File: config.mk
export PLATFORM = sky130hd
export DESIGN_NAME = sc_leveltimer
export DESIGN_NICKNAME = d
export VERILOG_FILES = /design/src/rtl/sc_leveltimer.sv
export SDC_FILE = /design/constraint.sdc
export NUM_CORES = 1
export LEC_CHECK = 0
export CORE_ASPECT_RATIO = 1.1
export CORE_MARGIN = 4
export CORE_UTILIZATION = 26
export CTS_CLUSTER_DIAMETER = 80
export DETAILED_ROUTE_END_ITERATION = 7
export PLACE_DENSITY_LB_ADDON = 0.2
export SETUP_SLACK_MARGIN = 0.05
export SLEW_MARGIN = 10
export SYNTH_ARGS = -nofsm -noshare
export SYNTH_HDL_FRONTEND = slang
export SYNTH_SLANG_ARGS = --single-unit
File: constraint.sdc
create_clock -name SC_LEVELTIMER_CLOCK_50 -period 4.3 [get_ports SC_LEVELTIMER_CLOCK_50]
set_input_delay 0.86 -clock SC_LEVELTIMER_CLOCK_50 [delete_from_list [all_inputs] [get_ports SC_LEVELTIMER_CLOCK_50]]
set_output_delay 0.86 -clock SC_LEVELTIMER_CLOCK_50 [all_outputs]
set_load 0.01 [all_outputs]
File: src/rtl/sc_leveltimer.sv
// sc_leveltimer -- level timer for the game state machine.
//
// A single-clock IDLE/RUN/DONE controller. In RUN, a down-counter produces
// a one-cycle tick every P clock cycles. Every TICKS_PER_LEVEL ticks the
// level count advances. The run ends when the level reaches LEVEL_MAX.
// The period can be re-programmed while running; a new period only takes
// effect at the next tick reload, so no interval is ever cut short.
//
// Optional feature macro: SC_LEVELTIMER_PAUSE_EN
//   defined   -> PAUSE_InHigh freezes the interval counter and the tick count
//                while in RUN.
//   undefined -> PAUSE_InHigh is accepted but has no effect.
//
// Reset is synchronous and active-high. All outputs are registered.

module sc_leveltimer #(
    parameter int WIDTH           = 32,
    parameter int TICKS_PER_LEVEL = 16,
    parameter int LEVEL_MAX       = 59
) (
    input  logic             SC_LEVELTIMER_CLOCK_50,
    input  logic             SC_LEVELTIMER_RESET_InHigh,
    input  logic             SC_LEVELTIMER_START_InLow,
    input  logic [WIDTH-1:0] SC_LEVELTIMER_PERIOD_IN,
    input  logic             SC_LEVELTIMER_LOAD_InHigh,
    input  logic             SC_LEVELTIMER_PAUSE_InHigh,
    output logic             SC_LEVELTIMER_TICK_OutHigh,
    output logic [7:0]       SC_LEVELTIMER_LEVEL_OUT,
    output logic             SC_LEVELTIMER_RUNNING_OutHigh,
    output logic             SC_LEVELTIMER_DONE_OutHigh
);

    // Width of the per-level tick counter; at least one bit.
    localparam int TCW = (TICKS_PER_LEVEL > 1) ? $clog2(TICKS_PER_LEVEL) : 1;

    localparam logic [TCW-1:0]   TICK_LAST  = TCW'(TICKS_PER_LEVEL - 1);
    localparam logic [TCW-1:0]   TICK_ONE   = TCW'(1);
    localparam logic [7:0]       LEVEL_LAST = 8'(LEVEL_MAX);
    localparam logic [WIDTH-1:0] PERIOD_MIN = WIDTH'(2);
    localparam logic [WIDTH-1:0] CNT_ONE    = WIDTH'(1);

    typedef enum logic [1:0] {
        ST_IDLE = 2'd0,
        ST_RUN  = 2'd1,
        ST_DONE = 2'd2
    } state_t;

    // Registered state
    state_t           state_q;
    logic [WIDTH-1:0] counter_q;      // cycles remaining until the next tick
    logic [WIDTH-1:0] period_q;       // active tick period P
    logic [WIDTH-1:0] shadow_q;       // pending period, applied at next reload
    logic             shadow_pend_q;  // shadow_q holds an unapplied period
    logic [TCW-1:0]   tick_cnt_q;     // ticks seen in the current level
    logic [7:0]       level_q;
    logic             tick_q;
    logic             running_q;
    logic             done_q;

    // Next-state values
    state_t           state_d;
    logic [WIDTH-1:0] counter_d;
    logic [WIDTH-1:0] period_d;
    logic [WIDTH-1:0] shadow_d;
    logic             shadow_pend_d;
    logic [TCW-1:0]   tick_cnt_d;
    logic [7:0]       level_d;
    logic             tick_d;
    logic             running_d;
    logic             done_d;

    // Helpers
    logic [WIDTH-1:0] period_clamped;  // max(PERIOD_IN, 2)
    logic [WIDTH-1:0] reload_val;      // period used at a tick reload
    logic [7:0]       level_inc;
    logic             pause_active;

`ifdef SC_LEVELTIMER_PAUSE_EN
    assign pause_active = SC_LEVELTIMER_PAUSE_InHigh;
`else
    // Pause input kept on the port for pin compatibility but not used.
    logic unused_pause;
    assign unused_pause = SC_LEVELTIMER_PAUSE_InHigh;
    assign pause_active = 1'b0;
`endif

    // A period below 2 would leave no room for a down-count between ticks.
    assign period_clamped = (SC_LEVELTIMER_PERIOD_IN < PERIOD_MIN) ? PERIOD_MIN
                                                                   : SC_LEVELTIMER_PERIOD_IN;
    assign level_inc      = level_q + 8'd1;

    // Next-state and next-output logic for the IDLE/RUN/DONE controller.
    always_comb begin
        // NOTE: every signal assigned here gets a default first, so no path
        // leaves a value unassigned and no latch is inferred.
        state_d       = state_q;
        counter_d     = counter_q;
        period_d      = period_q;
        shadow_d      = shadow_q;
        shadow_pend_d = shadow_pend_q;
        tick_cnt_d    = tick_cnt_q;
        level_d       = level_q;
        tick_d        = 1'b0;
        reload_val    = period_q;

        unique case (state_q)
            ST_IDLE: begin
                if (!SC_LEVELTIMER_START_InLow) begin
                    period_d      = period_clamped;
                    counter_d     = period_clamped - CNT_ONE;
                    shadow_pend_d = 1'b0;
                    tick_cnt_d    = '0;
                    level_d       = '0;
                    state_d       = ST_RUN;
                end
            end

            ST_RUN: begin
                // A period update waits in the shadow until the next reload.
                if (SC_LEVELTIMER_LOAD_InHigh) begin
                    shadow_d      = period_clamped;
                    shadow_pend_d = 1'b1;
                end

                // While paused, the counter sits still; a tick due at zero
                // simply fires on the first unpaused edge.
                if (!pause_active) begin
                    if (counter_q == '0) begin
                        // A load arriving on the reload edge wins directly.
                        if (SC_LEVELTIMER_LOAD_InHigh) begin
                            reload_val = period_clamped;
                        end else if (shadow_pend_q) begin
                            reload_val = shadow_q;
                        end else begin
                            reload_val = period_q;
                        end
                        period_d      = reload_val;
                        counter_d     = reload_val - CNT_ONE;
                        shadow_pend_d = 1'b0;
                        tick_d        = 1'b1;

                        if (tick_cnt_q == TICK_LAST) begin
                            tick_cnt_d = '0;
                            level_d    = level_inc;
                            if (level_inc == LEVEL_LAST) begin
                                state_d = ST_DONE;
                            end
                        end else begin
                            tick_cnt_d = tick_cnt_q + TICK_ONE;
                        end
                    end else begin
                        counter_d = counter_q - CNT_ONE;
                    end
                end
            end

            ST_DONE: begin
                if (!SC_LEVELTIMER_START_InLow) begin
                    level_d    = '0;
                    tick_cnt_d = '0;
                    state_d    = ST_IDLE;
                end
            end

            default: begin
                state_d = ST_IDLE;
            end
        endcase

        running_d = (state_d == ST_RUN);
        done_d    = (state_d == ST_DONE);
    end

    // State register and registered outputs; reset overrides every input.
    always_ff @(posedge SC_LEVELTIMER_CLOCK_50) begin
        // NOTE: sequential state uses non-blocking assignments so every
        // register samples its next value from the same pre-edge snapshot.
        if (SC_LEVELTIMER_RESET_InHigh) begin
            state_q       <= ST_IDLE;
            counter_q     <= '0;
            period_q      <= '0;
            shadow_q      <= '0;
            shadow_pend_q <= 1'b0;
            tick_cnt_q    <= '0;
            level_q       <= '0;
            tick_q        <= 1'b0;
            running_q     <= 1'b0;
            done_q        <= 1'b0;
        end else begin
            state_q       <= state_d;
            counter_q     <= counter_d;
            period_q      <= period_d;
            shadow_q      <= shadow_d;
            shadow_pend_q <= shadow_pend_d;
            tick_cnt_q    <= tick_cnt_d;
            level_q       <= level_d;
            tick_q        <= tick_d;
            running_q     <= running_d;
            done_q        <= done_d;
        end
    end

    assign SC_LEVELTIMER_TICK_OutHigh    = tick_q;
    assign SC_LEVELTIMER_LEVEL_OUT       = level_q;
    assign SC_LEVELTIMER_RUNNING_OutHigh = running_q;
    assign SC_LEVELTIMER_DONE_OutHigh    = done_q;

endmodule

==> impl_summary.log, run 1 <==
INFO  metric slew_headroom = a little over two fifths
INFO  metric yosys.area_share.simple = a little over a quarter
INFO  metric route.detailed.wl_per_inst = around 18 um
INFO  metric setup_viol = 0
INFO  metric clock_path_buffers = 2
INFO  metric critPathTopFamily = simple AND/OR/NAND/NOR gates
INFO  metric synth_seq_area_share = between 30% and 40%
INFO  metric setup_slack = 0.264 ns
INFO  metric die_height = around 180 um
INFO  metric dp_hpwl = between 15000 and 20000 um
INFO  metric num_io_pins = 48
INFO  metric fin_crit_sh = between 90% and 100%
INFO  metric cts_made_buffers = 17
INFO  metric synth-adder-area-share = less than 1%
INFO  metric synth_cells = roughly 890
INFO  metric placementRows = 61
INFO  metric crit_slowest_cell = sky130_fd_sc_hd__or4_4
INFO  metric ir_worst_vdd = 214 uV
INFO  metric cp.depth = 9
INFO  metric drc = 0
INFO  metric most_used_flip_flop_cell_after_synthesis = sky130_fd_sc_hd__dfxtp_1
INFO  metric detailedPlace.worstSlack = -0.168 ns
INFO  metric port_buffers = 46
INFO  metric main_combinational_cell_family_by_area_after_synthesis = simple AND/OR/NAND/NOR gates
INFO  metric grt_start_max_net_pins = 66
INFO  metric reg2reg_setup_slack = ~0.6 ns
INFO  metric timing.final.hold_violations = 0
INFO  metric crit_top_cell = sky130_fd_sc_hd__or4_4
INFO  metric path_class = primary input to flip-flop
INFO  metric antenna_violations_before_repair = 0
INFO  metric post_synth_xor_area_fraction = approximately 2.2%
INFO  metric cts_num_sinks = 114
INFO  metric power.total = 3120 uW
INFO  metric post-route-min-period = approximately 4.0 ns
INFO  metric floorplan.initialDensity = between 20% and 30%
INFO  metric setup.worst_path.start = SC_LEVELTIMER_LOAD_InHigh
INFO  metric yosys_warnings = 0
INFO  metric critical_path.endpoint_type = flip-flop
INFO  metric worstSetupStartpointType = primary input
INFO  metric grt_first_pass_wirelength = 38300 um
INFO  metric final_cell_mix = 141 x sky130_fd_sc_hd__nand2_1, 128 x sky130_fd_sc_hd__nor2_1, 113 x sky130_fd_sc_hd__dfxtp_1
INFO  metric r2r_cells = 8
INFO  metric clock_tree_root_driver_cell = sky130_fd_sc_hd__clkbuf_16
INFO  metric layout-drive-gt1-share = between 10% and 20%
INFO  metric place_congestion = approximately 0.8
INFO  metric synth_area = 6700 sq um
INFO  metric syn-num-nets = just over 900
INFO  metric gr-usage-all-layers = 17.1%
INFO  metric number_of_enable_type_register_cells_in_the_synthesized_netlist = 0
INFO  metric run_status = complete, no violations
INFO  metric clkTransAtPathRegs = around 0.05 ns
INFO  metric dieArea = 28400 sq um
INFO  metric worst_r2r_startpoint = state_q[1]
INFO  metric fmax = 248 MHz
INFO  metric num-fill-cells = roughly 2800
INFO  metric via_count = roughly 6800
INFO  metric utilization = 33.7%
INFO  metric die_width = 161 um
INFO  metric final_nets = approximately 1000
INFO  metric cts.hold.buffers_added = 0
INFO  metric detailedRoute.firstIterationViolations = ~440
INFO  metric max_stage_delay = 0.56 ns
INFO  metric route.detailed.vias_per_inst = a little over 5
INFO  metric via_count_of_the_first_global_routing_pass = 6734
INFO  metric buffering_stage_count_on_the_worst_path_with_inverters_included = 1
INFO  metric worstPathCellList = clkdlybuf4s50_1 -> nor3b_4 -> mux2_2 -> a211oi_2 -> a21oi_2 -> or4_4 -> or4_4 -> or4_1 -> a311oi_1
INFO  metric reg2reg_to = counter_q[25]
INFO  metric cp_data_required_time = around 4.6 ns
INFO  metric grt_setup_unrepaired = false
INFO  metric grt_overflow = 0
INFO  metric ant_nets = 0
INFO  metric synth.distinct_cells = between 70 and 80
INFO  metric sequential_cell_area = between 2000 and 2500 sq um
INFO  metric most_common_cell_after_layout_fill_and_taps_aside = sky130_fd_sc_hd__nand2_1
INFO  metric ys_top_cells_by_area = sky130_fd_sc_hd__dfxtp_1 34%, sky130_fd_sc_hd__nand2_1 7.9%, sky130_fd_sc_hd__nor2_1 7.3%, sky130_fd_sc_hd__a21oi_1 6.5%, sky130_fd_sc_hd__mux2i_1 5.2%
INFO  metric htree_levels = 4
INFO  metric ys_seq_elements = between 100 and 150
INFO  metric antenna-diode-count = 0
INFO  metric synth_top_cell_by_area = sky130_fd_sc_hd__dfxtp_1
INFO  metric min_path_type = flip-flop to flip-flop
INFO  metric core-area = between 20000 and 30000 sq um
INFO  metric synth_top_area_share = 34.1%
INFO  metric synthMuxAreaShare = 7.36%
INFO  metric worstMarginPinSlew = around 0.84 ns
INFO  metric postSynth.asyncResetShare = 0%
INFO  metric area_growth = 27.3%
INFO  metric sum_of_negative_setup_slack = 0 ns
INFO  metric route.final.wire_length = ~24000 um
INFO  metric cts.repair.resized = 0
INFO  metric tritoncts = yes
INFO  metric multiInputGateArea = 4120 sq um
INFO  metric crit_fanout = 5
INFO  metric worst_ep_arrival_time = 4.36 ns
INFO  metric worst_clock_skew = 0.00990 ns
INFO  metric post_cts.repair.setup_buffers = 0
INFO  metric area_fraction_in_compound_gates_after_synthesis = about a quarter
INFO  metric slew_violations = 0
INFO  metric leakagePower = between 0.003 and 0.004 uW
INFO  metric detail_route.first_pass.iterations = 5
INFO  metric power_density = roughly 370 nW/um^2
INFO  metric synth.avg_cell_area = 7.49 sq um
INFO  metric count_of_maximum_capacitance_violations = 0
INFO  metric critical_path.endpoint = counter_q[25]
INFO  metric clk_latency = around 0.42 ns
## synthesized netlist by cell type (all sizes together) (4+ instances only)
cell	instances
nor4	21
o311ai	4
nor3	25
o211ai	19
a211oi	26
inv	5
o221ai	4
or2	8
nand4	8
a211o	4
o31ai	6
o21ai	36
mux2i	35
nand2	141
clkbuf	53
nand2b	4
ha	4
a311oi	18
buf	16
o22ai	6
nor2b	5
and3	8
xor2	5
nor2	131
dfxtp	114
xnor2	12
or3	7
or4	7
mux2	12
a21oi	88
a31oi	5
nand3	14
a21o	8
## state kept, by name, indices dropped and copies added, names as in the netlist
signal                         count
tick_cnt_q                         4
shadow_pend_q                      1
state_q                            2
counter_q                         32
SC_LEVELTIMER_TICK_OutHigh         1
shadow_q                          32
SC_LEVELTIMER_LEVEL_OUT            8
SC_LEVELTIMER_DONE_OutHigh         1
SC_LEVELTIMER_RUNNING_OutHigh      1
period_q                          32
## how the worst min path moves through the flow
stage	from	endpoint	slack (ns)	depth (start not counted)
5_1_grt	shadow_q[14]	shadow_q[14]	0.47	2
3_3_place_gp	period_q[24]	period_q[24]	0.44	2
6_report	period_q[24]	period_q[24]	0.45	2
4_1_cts	period_q[24]	period_q[24]	0.45	2
2_1_floorplan	period_q[15]	period_q[15]	0.43	2
3_5_place_dp	period_q[18]	period_q[18]	0.44	2
## routing by layer
layer  part of all wire (%)  wire length (um)  global-route usage, %  vias to the layer above
met2                     46             11300                   28.1                      133
met5                      0                 0                      0                        -
met4                    1.8               430                   5.05                        0
li1                       -                 -                      -                     3422
met1                     49             11800                   23.4                     3263
met3                    3.2               773                   2.59                       28
## layout make-up
class / count / share of cell area (%)
sequential: 114 / 26.8
tap: 346 / 5.07
clock inverter: 11 / 1.32
clock buffer: 21 / 5.28
inverter: 6 / 0.264
multi-input combinational: 705 / 48.3
timing repair buffer: 133 / 13.0
## worst reg2reg max path, delay by kind of cell (launching register included)
kind	cells	cell delay, ns
simple gates	5	2.09
compound gates	1	0.24
mux	2	0.64
flops	1	0.64
## kinds of logic (layout without fill, tap and decap cells)
group,after synthesis,in the layout
buffers and inverters,75,171
adder cells (fa/ha/maj),4,4
multiplexers,47,47
AND/OR/NAND/NOR,394,394
AO/OA/AOI/OAI,243,243
XOR/XNOR,17,17
flip-flops,114,114
## where the power goes
part           internal [uW]  switching [uW]
logic                    233             322
registers               1120            57.4
clock network            860             527
## through the flow
step,hold WS (ns),std cells,area (sq um)
2_1_floorplan,0.431,894,6700
6_report,0.449,1336,8530
3_5_place_dp,0.445,1304,7970
5_1_grt,0.474,1336,8530
4_1_cts,0.451,1336,8530
3_3_place_gp,0.439,1304,7970
(Power assumes the default switching activity.)
==> run 2: changes to the inputs <==
- CAP_MARGIN: unset -> 10
==> results of run 2 <==
Same layout as run 1: the final DEF is identical, and so are final timing and power.
==> run 3: changes to the inputs <==
- PLACE_DENSITY_LB_ADDON: 0.2 -> unset
- SKIP_CTS_REPAIR_TIMING: unset -> 1
- clock period: 4.3 -> 4.95 ns (I/O delays scaled with it)
==> run 3 against run 2 <==
Clock-buffer cell count is 1 higher. Design area shrank 4.6%. Wire length decreased by 8.7%. First-iteration DRC count is 36% higher. Global-route usage is 1.4 points lower. Sequential cell count did not move.
==> impl_summary.log, run 3 (synthesis results as in run 1) <==
INFO  metric post-route-min-period = about 4.3 ns
INFO  metric sum_of_negative_setup_slack = 0 ns
INFO  metric dieArea = ~28000 sq um
INFO  metric max_stage_delay = 0.56 ns
INFO  metric route.final.wire_length = approximately 22000 um
INFO  metric worstSetupStartpointType = primary input
INFO  metric route.detailed.wl_per_inst = about 17 um
INFO  metric via_count_of_the_first_global_routing_pass = roughly 6700
INFO  metric crit_fanout = 16
INFO  metric final_cell_mix = 141 x sky130_fd_sc_hd__nand2_1, 128 x sky130_fd_sc_hd__nor2_1, 113 x sky130_fd_sc_hd__dfxtp_1
INFO  metric area_growth = 21.4%
INFO  metric count_of_maximum_capacitance_violations = 0
INFO  metric gr-usage-all-layers = between 10% and 20%
INFO  metric grt_first_pass_wirelength = 35900 um
INFO  metric drc = 0
INFO  metric grt_overflow = 0
INFO  metric tritoncts = yes
INFO  metric grt_setup_unrepaired = false
INFO  metric slew_violations = 0
INFO  metric setup.worst_path.start = SC_LEVELTIMER_LOAD_InHigh
INFO  metric power_density = between 300 and 400 nW/um^2
INFO  metric reg2reg_setup_slack = between 0.8 and 0.9 ns
INFO  metric post-place-cells = around 1200
INFO  metric crit_slowest_cell = sky130_fd_sc_hd__or4_4
INFO  metric post-route-cell-area = between 8000 and 9000 sq um
INFO  metric layout-drive-gt1-share = 10.5%
INFO  metric r2r_cells = 9
INFO  metric setup_viol = 0
INFO  metric route.detailed.vias_per_inst = ~5.3
INFO  metric via_count = around 6800
INFO  metric clkTransAtPathRegs = 0.05 ns
INFO  metric critical_path.endpoint = counter_q[25]
INFO  metric antenna_violations_before_repair = 0
INFO  metric leakagePower = between 0.002 and 0.003 uW
INFO  metric floorplan.initialDensity = roughly a quarter
INFO  metric ir_worst_vdd = approximately 230 uV
INFO  metric port_buffers = 46
INFO  metric ant_nets = 0
INFO  metric grt_start_max_net_pins = 77
INFO  metric worst_ep_arrival_time = 4.65 ns
INFO  metric cp_data_required_time = between 5 and 6 ns
INFO  metric most_common_cell_after_layout_fill_and_taps_aside = sky130_fd_sc_hd__nand2_1
INFO  metric worstMarginPinSlew = 0.958 ns
INFO  metric antenna-diode-count = 0
INFO  metric reg2reg_to = counter_q[25]
INFO  metric htree_levels = 4
INFO  metric cts_num_sinks = 114
INFO  metric fin_crit_sh = slightly below 90%
INFO  metric finalNonFillerCells = ~1300
INFO  metric num_io_pins = 48
INFO  metric crit_top_cell = sky130_fd_sc_hd__or4_4
INFO  metric clock_path_buffers = 2
INFO  metric worstPathCellList = clkdlybuf4s50_1 -> nor3b_4 -> buf_4 -> nand4_1 -> a211oi_2 -> a21oi_2 -> or4_4 -> or4_4 -> or4_1 -> a311oi_1
INFO  metric worst_r2r_startpoint = state_q[0]
INFO  metric reg_top3 = counter_q x32, period_q x32, shadow_q x32
INFO  metric critical_path.endpoint_type = flip-flop
INFO  metric timing.final.hold_violations = 0
INFO  metric path_class = primary input to flip-flop
INFO  metric clk_latency = 0.43 ns
INFO  metric dpl-instance-area = 7550 sq um
INFO  metric fmax = 232 MHz
INFO  metric die_height = about 180 um
INFO  metric run_status = complete, no violations
INFO  metric worst_clock_skew = a little under 0.01 ns
INFO  metric core-area = about 25000 sq um
INFO  metric die_width = 161 um
INFO  metric placementRows = slightly above 60
INFO  metric clock_tree_root_driver_cell = sky130_fd_sc_hd__clkbuf_16
INFO  metric min_path_type = flip-flop to flip-flop
INFO  metric final_nets = ~960
INFO  metric slew_headroom = between 30% and 40%
INFO  metric detail_route.first_pass.iterations = 5
INFO  metric cts_made_buffers = 17
INFO  metric dp_hpwl = between 15000 and 20000 um
INFO  metric place_congestion = approximately 0.88
INFO  metric detailedRoute.firstIterationViolations = approximately 600
run 3: cell count changes in the layout (fill, tap and decap cells not counted):
| cell | before | now |
|---|---|---|
| sky130_fd_sc_hd__buf_4 | 88 | 32 |
| sky130_fd_sc_hd__bufinv_16 | 2 | 3 |
| sky130_fd_sc_hd__clkbuf_1 | 3 | 4 |
| sky130_fd_sc_hd__clkinv_2 | 6 | 4 |
| sky130_fd_sc_hd__clkinv_4 | 0 | 1 |
| sky130_fd_sc_hd__clkinvlp_4 | 3 | 2 |
run 3: how the worst min path moves through the flow:
stage | startpoint | to | slack, ns | depth (start not counted)
CTS | period_q[24] | period_q[24] | 0.45 | 2
detailed placement | period_q[24] | period_q[24] | 0.44 | 2
finish | period_q[24] | period_q[24] | 0.45 | 2
global route | shadow_q[7] | shadow_q[7] | 0.47 | 2
floorplan | period_q[15] | period_q[15] | 0.43 | 2
global placement | period_q[24] | period_q[24] | 0.44 | 2
run 3: final cells by class:
| cell class | instances | area, sq um |
|---|---|---|
| repair buffers | 77 | 691 |
| clock buffers | 22 | 454 |
| multi-input cells | 705 | 4120 |
| inverters | 6 | 22.5 |
| flip-flops and latches | 114 | 2280 |
| well taps | 346 | 433 |
| fillers | 2740 | 17200 |
| clock inverters | 10 | 134 |
run 3: stage by stage:
stage / hold slack (ns) / utilization, % / setup WS [ns] / power [uW]
after floorplan: 0.431 / - / 0.882 / 1320
after global placement: 0.439 / 29.8 / 0.275 / 1470
after detailed placement: 0.444 / 29.8 / 0.257 / 1480
after CTS: 0.450 / 32.1 / 0.699 / 2730
after global routing: 0.472 / 32.1 / 0.519 / 2820
final: 0.450 / 32.1 / 0.636 / 2710
run 3: critical path: cells and delay by family:
family,cells,cell delay (ns)
AO/OA/AOI/OAI,3,0.64
AND/OR/NAND/NOR,5,2.19
buffers and inverters,2,0.83
run 3: routing by layer:
metal,wire (um),GRT usage (%),up-vias
li1,-,-,3308
met1,10400,21.3,3199
met2,10000,24.8,221
met3,1260,3.53,44
met4,476,5.05,0
met5,0,0,-
run 3: power by group:
part,internal [uW],total (uW),switching (uW)
sequential,975,1030,51.6
combinational,173,438,266
clock,800,1240,443
